File: config.mk
export PLATFORM = sky130hd
export DESIGN_NAME = serial_subtractor
export DESIGN_NICKNAME = d
export VERILOG_FILES = /design/src/rtl/serial_subtractor.sv
export SDC_FILE = /design/constraint.sdc
export NUM_CORES = 1
export LEC_CHECK = 0
export CAP_MARGIN = 20
export CORE_MARGIN = 2
export CORE_UTILIZATION = 40
export DETAILED_ROUTE_END_ITERATION = 6
export PLACE_DENSITY_LB_ADDON = 0.05
export SYNTH_ARGS = -nofsm -noshare
export SYNTH_HDL_FRONTEND = slang
export SYNTH_SLANG_ARGS = --single-unit
File: constraint.sdc
create_clock -name i_clk -period 5 [get_ports i_clk]
set_input_delay 0.75 -clock i_clk [delete_from_list [all_inputs] [get_ports i_clk]]
set_output_delay 0.75 -clock i_clk [all_outputs]
set_load 0.005 [all_outputs]
File: src/rtl/serial_subtractor.sv
// rtl/serial_subtractor.sv - bit-serial A-B subtractor, LSB first, START/BUSY/DONE handshake
module serial_subtractor #(
  parameter int WIDTH = 8
) (
  input  logic             i_clk,
  input  logic             i_rst,
  input  logic             i_start,
  input  logic [WIDTH-1:0] i_a,
  input  logic [WIDTH-1:0] i_b,
  output logic [WIDTH-1:0] o_diff,
  output logic             o_borrow,
  output logic             o_ovf,
  output logic             o_busy,
  output logic             o_done
);

  localparam int CW = $clog2(WIDTH) + 1;

  typedef enum logic [1:0] {S_IDLE, S_SHIFT, S_FINISH} state_t;

  state_t           r_state;
  logic [WIDTH-1:0] r_a_sh;
  logic [WIDTH-1:0] r_b_sh;
  logic [WIDTH-1:0] r_r_sh;
  logic             r_br;
  logic [CW-1:0]    r_cnt;
  logic             r_a_msb;
  logic             r_b_msb;

  logic             w_d;
  logic             w_br_next;
  logic             w_last;
  logic [WIDTH-1:0] w_r_next;

  assign w_d       = r_a_sh[0] ^ r_b_sh[0] ^ r_br;
  assign w_br_next = (~r_a_sh[0] & r_b_sh[0]) | (~r_a_sh[0] & r_br) | (r_b_sh[0] & r_br);
  assign w_last    = (r_cnt == CW'(WIDTH - 1));

  // Difference bits enter at the MSB so the word is aligned after WIDTH shifts.
  generate
    if (WIDTH == 1) begin : g_r_one
      assign w_r_next = w_d;
    end else begin : g_r_wide
      assign w_r_next = {w_d, r_r_sh[WIDTH-1:1]};
    end
  endgenerate

  always_ff @(posedge i_clk or posedge i_rst) begin
    if (i_rst) begin
      r_state  <= S_IDLE;
      r_a_sh   <= '0;
      r_b_sh   <= '0;
      r_r_sh   <= '0;
      r_br     <= 1'b0;
      r_cnt    <= '0;
      r_a_msb  <= 1'b0;
      r_b_msb  <= 1'b0;
      o_diff   <= '0;
      o_borrow <= 1'b0;
      o_ovf    <= 1'b0;
      o_busy   <= 1'b0;
      o_done   <= 1'b0;
    end else begin
      case (r_state)
        S_IDLE, S_FINISH: begin
          o_done <= 1'b0;
          if (i_start) begin
            r_a_sh  <= i_a;
            r_b_sh  <= i_b;
            r_a_msb <= i_a[WIDTH-1];
            r_b_msb <= i_b[WIDTH-1];
            r_br    <= 1'b0;
            r_r_sh  <= '0;
            r_cnt   <= '0;
            o_busy  <= 1'b1;
            r_state <= S_SHIFT;
          end else begin
            r_state <= S_IDLE;
          end
        end
        S_SHIFT: begin
          r_br   <= w_br_next;
          r_r_sh <= w_r_next;
          r_a_sh <= r_a_sh >> 1;
          r_b_sh <= r_b_sh >> 1;
          r_cnt  <= r_cnt + CW'(1);
          if (w_last) begin
            // The final difference bit is the result MSB used for overflow.
            o_diff   <= w_r_next;
            o_borrow <= w_br_next;
            o_ovf    <= (r_a_msb != r_b_msb) && (w_d != r_a_msb);
            o_done   <= 1'b1;
            o_busy   <= 1'b0;
            r_state  <= S_FINISH;
          end
        end
        default: begin
          o_busy  <= 1'b0;
          o_done  <= 1'b0;
          r_state <= S_IDLE;
        end
      endcase
    end
  end

endmodule
==> flow_summary.yaml <==
die:
  coreArea_sq_um: 4350
  io_pins: 31
  start_util_pct: 41.6
  die_x_um: 71.3
  die-area_sq_um: 5080
  die_h_um: 71.3
  rows: 24
drt:
  drt_iter0_drc: 73
  vias: 1215
  via_per_inst: 5.28
  dr.pass1.iters: 4
  route.detailed.drc: 0
  routed_wl_mm: 3.52
  postRouteAntennaNets: 0
  wl_per_cell_um: 15.3
clocking:
  clock_latency_ns: 0.30
  htree_num_levels: 2
  post_cts_buffers: 0
  cts-resized-gates: 0
  cts_buffers: 5
  path_clk_slew_ns: 0.08
  postCtsHoldBufs: 0
  root_buffer: "clkbuf_8"
  numClockSinks: 43
  cts_tree: "done"
  clockBufferDepth: 2
global_routing:
  grt_pass1_wl_mm: 6.16
  track_usage_pct: 15.6
  overflow: 0
  antenna_found_initial: 0
  grt_max_degree: 44
  grt_pass1_vias: 1262
final_layout:
  antenna_cells: 0
  fillers: 393
  multi_input_area_sq_um: 658
  syn_to_final_growth_pct: 22.0
  final_common_cell: "dfrtp_1"
  layout.cells.non_filler: 230
  nets: 198
  regArea_sq_um: 1080
  drive_gt1_share_pct: 11.8
  layout_common_cells: "dfrtp_1, clkdlybuf4s50_1, nand2_1"
logic_synthesis:
  synth_top_family_by_area: "compound AO/OA/AOI/OAI gates"
  synth_seq_area_share_pct: 59.4
  synthTopCellsByArea: "dfrtp_1, mux2_4, a22oi_1"
  yosys.area_share.xor_xnor_pct: 0.483
  synth_cell_type_count: 32
  synth_warnings: 0
  synth_compound_area_share_pct: 13.9
  synth_top_area_share_pct: 59.4
  netlist_area_sq_um: 1810
  syn-instance-count: 149
  synthSimpleGateAreaFrac_pct: 12.6
  ys_ff_latch: 43
  synth_nets: 170
  syn_avg_cell_area_sq_um: 12.2
  netlist.top_cell.by_area: "dfrtp_1"
  synthAdderAreaFrac_pct: 1.80
  synth_mux_area_share_pct: 7.53
critical_path:
  ff2ff_setup_slack_ns: 2.84
  worstPathRequired_ns: 5.19
  arrival_ns: 2.34
  reg2regPathDepth: 3
  rr_startpoint: "o_done"
  crit_buf_inv: 0
  max_stage_delay_ns: 0.86
  crit_family: "simple AND/OR/NAND/NOR gates"
  r2r_end: "o_diff[4]"
  critPathKind: "flip-flop to flip-flop"
  cp_max_fo: 30
  critPathLaunchType: "flip-flop"
  startpoint: "o_done"
  path_cells: "and2b_1 -> and2_4 -> mux2_2"
  crit_slowest_cell: "and2b_1"
  end_kind: "flip-flop"
worst_hold_path:
  worstHoldStart: "r_cnt[3]"
  min_path_cells: 1
  min_path_type: "flip-flop to flip-flop"
  hold_end: "r_cnt[3]"
placed_design:
  port_buffers: 30
  hpwl_mm: 2.17
  dp_cells: 222
  gp_congestion: 0.732
timing:
  period_share_pct: 43.1
  fin_skew_ns: 0.00643
  rsz0062_at_grt: "false"
  worstMarginPinSlew_ns: 1.00
  finalSetupViolCount: 0
  slew_headroom_pct: 33.2
  hold_viol: 0
  setup_tns_ns: 0
  finalCriticalPeriod_ns: 2.16
  drv_slew: 0
  fmax_ghz: 0.464
power_and_ir_drop:
  power.density_nw_per_um2: 603
  netSwitchingFraction_pct: 34.3
  ir_worst_vdd_uv: 221
  comb_power_share_pct: 38.9
  seqPwrFrac_pct: 44.9
  pwr-share-clk_pct: 16.2
  internal_power_uw: 876
  switching_power_uw: 457
  power.leakage_nw: 1.02
run_status:
  status: "completed"
run:
  maxCapViolCount: 0
==> cell usage after synthesis, drive strengths merged <==
| library cell | number |
|---|---|
| nand3 | 13 |
| inv | 3 |
| a22o | 11 |
| o2bb2ai | 1 |
| nor2 | 2 |
| fa | 1 |
| dfrtp | 43 |
| buf | 9 |
| nand3b | 1 |
| mux2i | 2 |
| o21ai | 2 |
| nand4 | 1 |
| clkbuf | 2 |
| and3b | 1 |
| or3b | 1 |
| and2 | 1 |
| o21a | 1 |
| nor2b | 2 |
| a22oi | 13 |
| xnor2 | 1 |
| a31oi | 1 |
| nand2b | 2 |
| nand2 | 20 |
| ha | 1 |
| mux2 | 8 |
| a21oi | 3 |
| nor3 | 1 |
| a221o | 1 |
| and2b | 1 |
==> state kept, by name, summed over array words and instances (netlist names) <==
| register | count |
|---|---|
| o_borrow | 1 |
| r_b_msb | 1 |
| r_a_msb | 1 |
| o_done | 1 |
| o_busy | 1 |
| r_cnt | 4 |
| r_r_sh | 7 |
| r_b_sh | 8 |
| o_ovf | 1 |
| r_state | 1 |
| o_diff | 8 |
| r_br | 1 |
| r_a_sh | 8 |
==> worst max path at each step <==
| stage | endpoint | slack [ns] | cells past startpoint |
|---|---|---|---|
| 5_1_grt | o_diff[4] | 2.66 | 3 |
| 3_5_place_dp | r_b_sh[7] | 2.58 | 5 |
| 2_1_floorplan | o_borrow | 3.25 | 1 |
| 3_3_place_gp | r_r_sh[4] | 2.66 | 5 |
| 6_report | o_diff[4] | 2.84 | 3 |
| 4_1_cts | o_diff[4] | 2.79 | 3 |
==> final cells by class <==
| cell class | instances | area share, % |
|---|---|---|
| multi-input combinational | 92 | 29.8 |
| tap | 52 | 2.94 |
| clock buffer | 5 | 3.11 |
| timing repair buffer | 32 | 14.3 |
| clock inverter | 3 | 0.680 |
| inverter | 3 | 0.510 |
| sequential | 43 | 48.7 |
==> power groups by stage <==
stage          sequential (mW)  clock [mW]  combinational (mW)
2_1_floorplan            0.584           0               0.384
3_3_place_gp             0.601           0               0.515
3_5_place_dp             0.605           0               0.525
4_1_cts                  0.599       0.224               0.527
5_1_grt                  0.620       0.239               0.580
6_report                 0.599       0.216               0.518
==> per-stage QoR <==
stage	utilization (%)	hold slack, ns	instance area, sq um	setup slack (ns)	total power [mW]
3_5_place_dp	48.8	0.478	2130	2.58	1.13
2_1_floorplan	-	0.438	1810	3.25	0.968
4_1_cts	50.7	0.491	2210	2.79	1.35
6_report	50.7	0.488	2210	2.84	1.33
3_3_place_gp	48.8	0.464	2130	2.66	1.12
5_1_grt	50.7	0.524	2210	2.66	1.44
==> cells by family after synthesis <==
logic type	after synthesis
simple gates	46
flops	43
compound gates	33
buf+inv	14
mux	10
fa+ha+maj	2
xor+xnor	1
==> routing by layer <==
| layer | part of all wire, % | track usage, % | vias up |
|---|---|---|---|
| li1 | - | - | 584 |
| met5 | 0 | 0 | - |
| met3 | 4.5 | 4.36 | 6 |
| met4 | 1.8 | 5.66 | 0 |
| met2 | 45 | 23.4 | 28 |
| met1 | 49 | 21.8 | 597 |
Power figures use the tool's default switching activity.
